### src/rtl/proc_pkg.sv
// Shared opcode, ALU-op, destination-select and state encodings for the sequencing controller.
package proc_pkg;

  localparam logic [2:0] OP_LOAD = 3'd0;
  localparam logic [2:0] OP_MOV  = 3'd1;
  localparam logic [2:0] OP_ADD  = 3'd2;
  localparam logic [2:0] OP_SUB  = 3'd3;
  localparam logic [2:0] OP_OUT  = 3'd4;
  localparam logic [2:0] OP_RSV5 = 3'd5;
  localparam logic [2:0] OP_RSV6 = 3'd6;
  localparam logic [2:0] OP_HALT = 3'd7;

  localparam logic [2:0] ADDSUB_ADD = 3'b000;
  localparam logic [2:0] ADDSUB_SUB = 3'b001;

  localparam logic [1:0] DEST_IN   = 2'd0;
  localparam logic [1:0] DEST_REGY = 2'd1;
  localparam logic [1:0] DEST_ALU  = 2'd2;
  localparam logic [1:0] DEST_REGX = 2'd3;

  typedef enum logic [2:0] {
    ST_IDLE     = 3'd0,
    ST_FETCH    = 3'd1,
    ST_EXEC     = 3'd2,
    ST_WAIT_IN  = 3'd3,
    ST_WAIT_OUT = 3'd4,
    ST_HALT     = 3'd5
  } state_t;

endpackage

### src/rtl/proc_decoder.sv
// Combinational opcode decode: datapath controls plus instruction-class flags.
module proc_decoder
  import proc_pkg::*;
#(
  parameter int ADDSUB_W = 3
) (
  input  logic [2:0]          opcode_i,
  output logic [1:0]          dest_src_o,
  output logic [ADDSUB_W-1:0] addsub_o,
  output logic                writes_o,
  output logic                is_load_o,
  output logic                is_out_o,
  output logic                is_halt_o,
  output logic                illegal_o
);

  always_comb begin
    dest_src_o = DEST_IN;
    addsub_o   = ADDSUB_W'(ADDSUB_ADD);
    writes_o   = 1'b0;
    is_load_o  = 1'b0;
    is_out_o   = 1'b0;
    is_halt_o  = 1'b0;
    illegal_o  = 1'b0;
    case (opcode_i)
      OP_LOAD: is_load_o = 1'b1;
      OP_MOV: begin
        dest_src_o = DEST_REGY;
        writes_o   = 1'b1;
      end
      OP_ADD: begin
        dest_src_o = DEST_ALU;
        writes_o   = 1'b1;
      end
      OP_SUB: begin
        dest_src_o = DEST_ALU;
        addsub_o   = ADDSUB_W'(ADDSUB_SUB);
        writes_o   = 1'b1;
      end
      OP_OUT: begin
        dest_src_o = DEST_REGX;
        is_out_o   = 1'b1;
      end
      OP_RSV5, OP_RSV6: illegal_o = 1'b1;
      OP_HALT: is_halt_o = 1'b1;
      default: illegal_o = 1'b1;
    endcase
  end

endmodule

### src/rtl/proc_controller.sv
// Fetch/decode/execute sequencer for the 8-bit datapath with valid/ready operand and result handshakes.
// Optional retired-instruction counter is enabled by defining INSTR_COUNT_EN.
module proc_controller
  import proc_pkg::*;
#(
  parameter int ADDSUB_W = 3
`ifdef INSTR_COUNT_EN
  , parameter int CNT_W = 16
`endif
) (
  input  logic                clock,
  input  logic                resetn,
  input  logic                start,
  input  logic [8:0]          instr,
  input  logic                instr_valid,
  output logic                instr_ready,
  input  logic                data_valid,
  output logic                data_ready,
  output logic                out_valid,
  input  logic                out_ready,
  output logic [2:0]          Rx,
  output logic [2:0]          Ry,
  output logic [ADDSUB_W-1:0] addsub,
  output logic [1:0]          destSrc,
  output logic                regWrite,
  output logic                busy,
  output logic                halted,
  output logic                illegal
`ifdef INSTR_COUNT_EN
  , output logic [CNT_W-1:0]  instr_count
`endif
);

  state_t              state_q, state_d;
  logic [8:0]          ir_q, ir_d;
  logic                illegal_q, illegal_d;

  logic [1:0]          dec_dest;
  logic [ADDSUB_W-1:0] dec_addsub;
  logic                dec_writes, dec_is_load, dec_is_out, dec_is_halt, dec_illegal;

  proc_decoder #(.ADDSUB_W(ADDSUB_W)) u_dec (
    .opcode_i   (ir_q[8:6]),
    .dest_src_o (dec_dest),
    .addsub_o   (dec_addsub),
    .writes_o   (dec_writes),
    .is_load_o  (dec_is_load),
    .is_out_o   (dec_is_out),
    .is_halt_o  (dec_is_halt),
    .illegal_o  (dec_illegal)
  );

  always_comb begin
    state_d   = state_q;
    ir_d      = ir_q;
    illegal_d = illegal_q;
    case (state_q)
      ST_IDLE, ST_HALT: begin
        if (start) begin
          state_d   = ST_FETCH;
          illegal_d = 1'b0;
        end
      end
      ST_FETCH: begin
        if (instr_valid) begin
          ir_d    = instr;
          state_d = ST_EXEC;
        end
      end
      ST_EXEC: begin
        if (dec_illegal) illegal_d = 1'b1;
        if (dec_is_load)      state_d = ST_WAIT_IN;
        else if (dec_is_out)  state_d = ST_WAIT_OUT;
        else if (dec_is_halt) state_d = ST_HALT;
        else                  state_d = ST_FETCH;
      end
      ST_WAIT_IN:  if (data_valid) state_d = ST_FETCH;
      ST_WAIT_OUT: if (out_ready)  state_d = ST_FETCH;
      default:     state_d = ST_IDLE;
    endcase
  end

  always_ff @(posedge clock or negedge resetn) begin
    if (!resetn) begin
      state_q   <= ST_IDLE;
      ir_q      <= '0;
      illegal_q <= 1'b0;
    end else begin
      state_q   <= state_d;
      ir_q      <= ir_d;
      illegal_q <= illegal_d;
    end
  end

  // Controls decode from registered state; only the LOAD write strobe follows data_valid directly.
  assign Rx          = ir_q[5:3];
  assign Ry          = ir_q[2:0];
  assign instr_ready = (state_q == ST_FETCH);
  assign data_ready  = (state_q == ST_WAIT_IN);
  assign out_valid   = (state_q == ST_WAIT_OUT);
  assign busy        = (state_q != ST_IDLE) && (state_q != ST_HALT);
  assign halted      = (state_q == ST_HALT);
  assign illegal     = illegal_q;
  assign regWrite    = ((state_q == ST_EXEC) && dec_writes) ||
                       ((state_q == ST_WAIT_IN) && data_valid);
  assign addsub      = (state_q == ST_EXEC) ? dec_addsub : '0;
  assign destSrc     = (state_q == ST_EXEC)     ? dec_dest  :
                       (state_q == ST_WAIT_OUT) ? DEST_REGX : DEST_IN;

`ifdef INSTR_COUNT_EN
  logic             retire;
  logic [CNT_W-1:0] cnt_q, cnt_d;

  assign retire = ((state_q == ST_EXEC) && !dec_is_load && !dec_is_out) ||
                  ((state_q == ST_WAIT_IN) && data_valid) ||
                  ((state_q == ST_WAIT_OUT) && out_ready);
  assign cnt_d  = cnt_q + CNT_W'(retire);

  always_ff @(posedge clock or negedge resetn) begin
    if (!resetn) cnt_q <= '0;
    else         cnt_q <= cnt_d;
  end

  assign instr_count = cnt_q;
`endif

endmodule
### config.mk
export PLATFORM = sky130hd
export DESIGN_NAME = proc_controller
export DESIGN_NICKNAME = d
export VERILOG_FILES = /design/src/rtl/proc_pkg.sv /design/src/rtl/proc_decoder.sv /design/src/rtl/proc_controller.sv
export SDC_FILE = /design/constraint.sdc
export NUM_CORES = 1
export LEC_CHECK = 0
export ABC_AREA = 0
export CAP_MARGIN = 0
export CORE_ASPECT_RATIO = 0.9
export CORE_MARGIN = 2
export CORE_UTILIZATION = 42
export DETAILED_ROUTE_END_ITERATION = 16
export PLACE_DENSITY_LB_ADDON = 0.05
export SYNTH_ARGS = -nofsm -noshare
export SYNTH_HDL_FRONTEND = slang
export SYNTH_SLANG_ARGS = --single-unit
### constraint.sdc
create_clock -name clock -period 1.6 [get_ports clock]
set_input_delay 0.32 -clock clock [delete_from_list [all_inputs] [get_ports clock]]
set_output_delay 0.32 -clock clock [all_outputs]
set_load 0.005 [all_outputs]
==> results of run 1 <==
==> power by group <==
group / switching (uW) / total [uW] / internal, uW
clock network: 102 / 199 / 96.9
logic: 843 / 2190 / 1350
registers: 98.1 / 590 / 491
total: 1040 / 2980 / 1940
==> final cells by class <==
type / count / area, um^2 / share of cell area (%)
clock buffer: 4 / 26.3 / 1.75
multi-input combinational: 56 / 498 / 33.1
inverter: 4 / 15.0 / 0.999
sequential: 13 / 325 / 21.6
tap: 25 / 31.3 / 2.08
timing repair buffer: 71 / 607 / 40.4
==> cells in the final DEF, fill, tap and decap left out, drive strengths merged, types with 2 or more instances in the layout <==
| cell | Yosys | routed |
|---|---|---|
| a21oi | 3 | 3 |
| xnor2 | 2 | 2 |
| nand2b | 2 | 2 |
| o21ai | 2 | 2 |
| nor3 | 7 | 7 |
| dfrtp | 13 | 13 |
| nand2 | 4 | 4 |
| buf | 13 | 50 |
| nor2 | 10 | 10 |
| inv | 4 | 4 |
| mux2 | 10 | 10 |
| clkbuf | 1 | 4 |
| clkdlybuf4s50 | 0 | 21 |
| conb | 1 | 2 |
==> layer usage <==
metal | vias up | GRT usage, % | wire [um]
met5 | - | 0 | 0
met4 | 0 | 4.86 | 17
met3 | 3 | 7.24 | 117
met2 | 19 | 34.2 | 1250
met1 | 415 | 24.4 | 1070
li1 | 407 | - | -
==> repair_timing <==
action | in CTS | in global routing
setup buffers | 12 | 9
hold buffers | 0 | 0
pin swaps | 7 | 7
resized for setup | 46 | 31
cloned | 0 | 1
endpoints found under the setup margin | 11 | 19
==> cell families after synthesis <==
family,count (synthesis),share of synthesized area (%)
simple gates,28,17.6
compound gates,13,11.3
flops,13,39.7
mux,10,13.7
other cells,1,0.458
buf+inv,18,14.0
xor+xnor,3,3.21
==> sequential cells by signal, summed over array words and instances, names as in the netlist <==
register / cells
illegal: 1
ir_q: 9
state_q: 3
==> worst max path at each step <==
stage          startpoint         end  slack [ns]
6_report          ir_q[8]  destSrc[0]       -0.22
5_1_grt           ir_q[8]  destSrc[0]       -0.31
4_1_cts           ir_q[8]  destSrc[0]       -0.20
3_5_place_dp      ir_q[6]  destSrc[0]       -0.22
3_3_place_gp      ir_q[6]  destSrc[0]       -0.22
2_1_floorplan  state_q[2]  destSrc[0]        0.11
==> stage by stage <==
step | area (um^2) | instances | hold WS [ns]
6_report | 1500 | 173 | 0.341
5_1_grt | 1500 | 173 | 0.340
4_1_cts | 1370 | 166 | 0.336
3_5_place_dp | 1220 | 150 | 0.495
3_3_place_gp | 1220 | 150 | 0.489
2_1_floorplan | 823 | 87 | 0.0244
==> impl_metrics.csv, run 1 <==
group,metric,value,unit
timing,clock.fmax,0.551,GHz
die,die-area,2320,um^2
clocking,clock_latency,0.28,ns
power,leakage,0.000714,uW
cells_and_area,syn_to_final_growth,83.4,%
clocking,cts_tree,"done",
placement,globalplace.congestion,0.814,
placement,place_ws,-0.224,ns
logic_synthesis,synth_seq_cells,13,
routing,avgRoutedWirePerCell,14.2,um
clocking,cts_buffer_depth,2,
routing,initialDrtViolationCount,12,
worst_setup_path,reg2reg_to,"state_q[2]",
cells_and_area,num_antenna_cells,0,
worst_setup_path,cp_top_family,"flip-flops",
worst_setup_path,rrSetupSlack,-0.06,ns
routing,first_pass_iters,4,
worst_setup_path,end_kind,"primary output",
worst_setup_path,crit_type,"flip-flop to primary output",
worst_setup_path,crit_chain,"buf_4 -> xnor2_1 -> or3_1 -> a21oi_2 -> buf_2",
routing,via_per_inst,4.88,
worst_setup_path,crit_arrival,1.50,ns
logic_synthesis,synthTopCellsByCount,"dfrtp_1, buf_4, nor2_1",
global_routing,track_usage,20.0,%
power,peakVddDrop,1.25,mV
logic_synthesis,synth_top_area_share,39.7,%
cells_and_area,drive_gt1_share,54.1,%
run_status,violations,"setup timing",
worst_setup_path,ff2ff_path_depth,8,
worst_setup_path,cp_slowest_stage_delay,0.38,ns
clocking,cts.clk_slew.worst_paths,0.08,ns
die,fp.coreArea,1880,um^2
routing,post-route-drc-count,0,
timing,post-route-min-period,1.82,ns
die,initial_core_util,43.7,%
power,power,2980,uW
timing,hold_viol,0,
routing,vias,844,
clocking,cts.sinks,13,
placement,hpwl,1.40,mm
timing,rsz0062_at_grt,"true",
worst_setup_path,crit_fanout,2,
run,maxCapViolations,0,
logic_synthesis,syn_area,820,um^2
global_routing,antenna_found_initial,0,
logic_synthesis,yosysMostFrequentCell,"dfrtp_1",
clocking,htreeDepth,1,
logic_synthesis,synth_cells,86,
logic_synthesis,yosysWarnings,0,
worst_setup_path,setup.worst_path.start_class,"flip-flop",
worst_setup_path,crit_required,1.28,ns
run_status,status,"finished with violations",
cells_and_area,num-nets-final,164,
placement,io_buffers,30,
die,row_count,15,
logic_synthesis,ys_seq_area_share,39.7,%
logic_synthesis,syn_avg_cell_area,9.53,um^2
timing,setup_viol,13,
clocking,root_buffer,"clkbuf_4",
logic_synthesis,async_flop_share,100,%
logic_synthesis,synth_cell_types,33,
timing,fin_tns_setup,-0.660,ns
global_routing,grt_max_degree,14,
die,io_pins,33,
timing,clock_skew,0.00635,ns
global_routing,gr-total-overflow,0,
worst_setup_path,cp_slowest_cell,"dfrtp_1",
logic_synthesis,synthTopCellsByArea,"dfrtp_1, mux2_2, buf_4",
timing,fin_crit_sh,114,%
clocking,numCtsBuffers,3,
worst_setup_path,path_depth,5,
worst_setup_path,r2r_start,"state_q[0]",
power,p_per_area,1980,nW/um^2
worst_setup_path,crit_buf_inv,2,
routing,wirelength,2.46,mm
worst_hold_path,min_path_type,"input port to async pin",
cells_and_area,final_util,80.1,%
timing,worst_slack,-0.216,ns
timing,slew_viol_final,0,
logic_synthesis,synth_edf_count,0,
routing,drtAntennaViolNets,0,
logic_synthesis,yosysTopAreaCell,"dfrtp_1",
global_routing,grt_pass1_wl,3.33,mm
die,dieHeight,45.9,um
logic_synthesis,synthFlopType,"dfrtp_1",
cells_and_area,fill_cells,123,
die,die_x,50.6,um
global_routing,grt_pass1_vias,763,
Power figures use the tool's default switching activity.
==> run 2: changes to the inputs <==
--- a/config.mk
+++ b/config.mk
@@ -8,7 +8,7 @@
 export ABC_AREA = 0
 export CAP_MARGIN = 0
 export CORE_ASPECT_RATIO = 0.9
-export CORE_MARGIN = 2
+export CORE_MARGIN = 4
 export CORE_UTILIZATION = 42
 export DETAILED_ROUTE_END_ITERATION = 16
 export PLACE_DENSITY_LB_ADDON = 0.05
==> run 2 against run 1 <==
  * The run still ends with setup timing left
  * Worst setup slack better by 0.025 ns
  * Design area shrank 5.2%
  * Global-route usage shrank 0.43 points
  * Sequential share of layout area rose by 1.3 points
  * Register-to-register slack hardly changed
  * Sequential power increased by 5.6%
  * Final cell count fell by 5.8%
  * Utilization is 1.2 points higher
  * Critical path depth stayed put
  * First-iteration DRC count stayed put
  * Hold slack improved by 0.071 ns
  * Critical endpoint unchanged
  * Largest cell class unchanged
  * Largest power group unchanged
==> impl_metrics.csv, run 2 (same netlist as run 1, synthesis figures left out) <==
group,metric,value,unit
power,power,2810,uW
routing,initialDrtViolationCount,12,
routing,first_pass_iters,4,
timing,hold_viol,0,
cells_and_area,final_util,81.3,%
cells_and_area,layout_common_cells,"buf_4, clkdlybuf4s50_1, dfrtp_1",
cells_and_area,num_antenna_cells,0,
clocking,cts.sinks,13,
worst_setup_path,end_kind,"primary output",
clocking,numCtsBuffers,3,
power,leakage,0.000662,uW
timing,worst_slack,-0.191,ns
placement,place_area,1190,um^2
routing,via_per_inst,5.07,
cells_and_area,regArea,327,um^2
timing,slew_headroom,58.6,%
cells_and_area,regMostFlops,"ir_q",
timing,fin_hold_ws,0.413,ns
cells_and_area,drive_gt1_share,51.1,%
run_status,violations,"setup timing",
timing,post-route-min-period,1.79,ns
die,die_x,54.6,um
cells_and_area,stdcell_area,1420,um^2
cells_and_area,fill_cells,116,
worst_setup_path,setup.worst_path.start_class,"flip-flop",
run_status,status,"finished with violations",
die,dieHeight,49.9,um
routing,vias,826,
timing,clock.fmax,0.558,GHz
global_routing,antenna_found_initial,0,
worst_setup_path,crit_required,1.28,ns
clocking,cts.clk_slew.worst_paths,0.09,ns
clocking,root_buffer,"clkbuf_4",
cells_and_area,stdcell_count,163,
die,die-area,2720,um^2
routing,drtAntennaViolNets,0,
global_routing,grt_pass1_vias,798,
placement,globalplace.congestion,0.833,
worst_setup_path,crit_chain,"buf_4 -> xnor2_1 -> or3_1 -> a21oi_1 -> buf_2",
run,maxCapViolations,0,
clocking,clock_latency,0.29,ns
timing,worst_pin_slew,0.620,ns
cells_and_area,largest_reg_flops,9,
power,peakVddDrop,1.30,mV
worst_setup_path,crit_type,"flip-flop to primary output",
cells_and_area,syn_to_final_growth,73.7,%
worst_hold_path,min_path_type,"input port to async pin",
global_routing,grt_max_degree,14,
timing,clock_skew,0.00534,ns
clocking,cts_buffer_depth,2,
die,row_count,14,
routing,wirelength,2.57,mm
die,initial_core_util,46.8,%
timing,rsz0062_at_grt,"true",
routing,avgRoutedWirePerCell,15.7,um
die,fp.coreArea,1750,um^2
clocking,htreeDepth,1,
global_routing,grt_pass1_wl,3.78,mm
worst_setup_path,cp_slowest_stage_delay,0.39,ns
cells_and_area,multi_input_area,498,um^2
clocking,cts_tree,"done",
timing,fin_crit_sh,112,%
worst_setup_path,cp_slowest_cell,"dfrtp_1",
worst_setup_path,ff2ff_path_depth,7,
placement,io_buffers,30,
die,io_pins,33,
cells_and_area,num-nets-final,155,
placement,hpwl,1.59,mm
cells_and_area,mostFrequentLayoutCell,"buf_4",
global_routing,track_usage,19.6,%
timing,slew_viol_final,0,
worst_setup_path,crit_arrival,1.47,ns
routing,post-route-drc-count,0,
worst_setup_path,crit_fanout,2,
placement,dp_cells,145,
timing,setup_viol,7,
power,p_per_area,1980,nW/um^2
global_routing,gr-total-overflow,0,
==> run 2: layout make-up <==
| type | instances | area share, % |
|---|---|---|
| clock buffers | 4 | 1.85 |
| well taps | 24 | 2.11 |
| flip-flops and latches | 13 | 22.9 |
| inverters | 4 | 1.05 |
| repair buffers | 62 | 37.1 |
| multi-input cells | 56 | 35.0 |
==> run 2: worst paths after layout <==
kind | end | startpoint | slack [ns]
min in group clock | ir_q[0] | ir_q[0] | 0.52
max | destSrc[0] | ir_q[6] | -0.19
max reg2reg | state_q[2] | state_q[2] | -0.05
min | ir_q[5] | resetn | 0.41
min reg2reg | ir_q[0] | ir_q[0] | 0.52
max in group asynchronous | state_q[0] | resetn | 0.75
==> run 2: repair_timing <==
| item | 4_1_cts | 5_1_grt |
|---|---|---|
| hold buffers | 0 | 0 |
| gates resized for setup | 52 | 23 |
| pin swaps | 5 | 4 |
| endpoints found under the setup margin | 17 | 19 |
| buffers inserted | 11 | 3 |
| hold endpoints to repair | 0 | 0 |
| cloned | 1 | 0 |
==> run 2: critical path: cells and delay by family (launching register included) <==
family / cells / cell delay [ns]
xor+xnor: 1 / 0.10
flops: 1 / 0.39
buf+inv: 2 / 0.26
compound gates: 1 / 0.12
simple gates: 1 / 0.31
==> run 2: per-stage QoR <==
step           TNS (ns)  worst slack, ns
6_report         -0.646           -0.191
3_3_place_gp      -1.87           -0.232
2_1_floorplan         0            0.110
3_5_place_dp      -2.07           -0.245
4_1_cts          -0.685           -0.173
5_1_grt           -1.37           -0.263
==> run 2: routing by layer <==
layer	wire [um]	vias to the layer above	part of all wire [%]	global-route usage [%]
met3	116	2	4.5	6.33
met1	1010	410	39	23.3
li1	-	393	-	-
met4	9	0	0.35	1.24
met2	1430	21	56	34.9
met5	0	-	0	0
==> run 2: power breakdown <==
part	switching [uW]	internal [uW]	total, uW
Clock	118	97.0	215
Combinational	788	1190	1970
Sequential	129	493	623
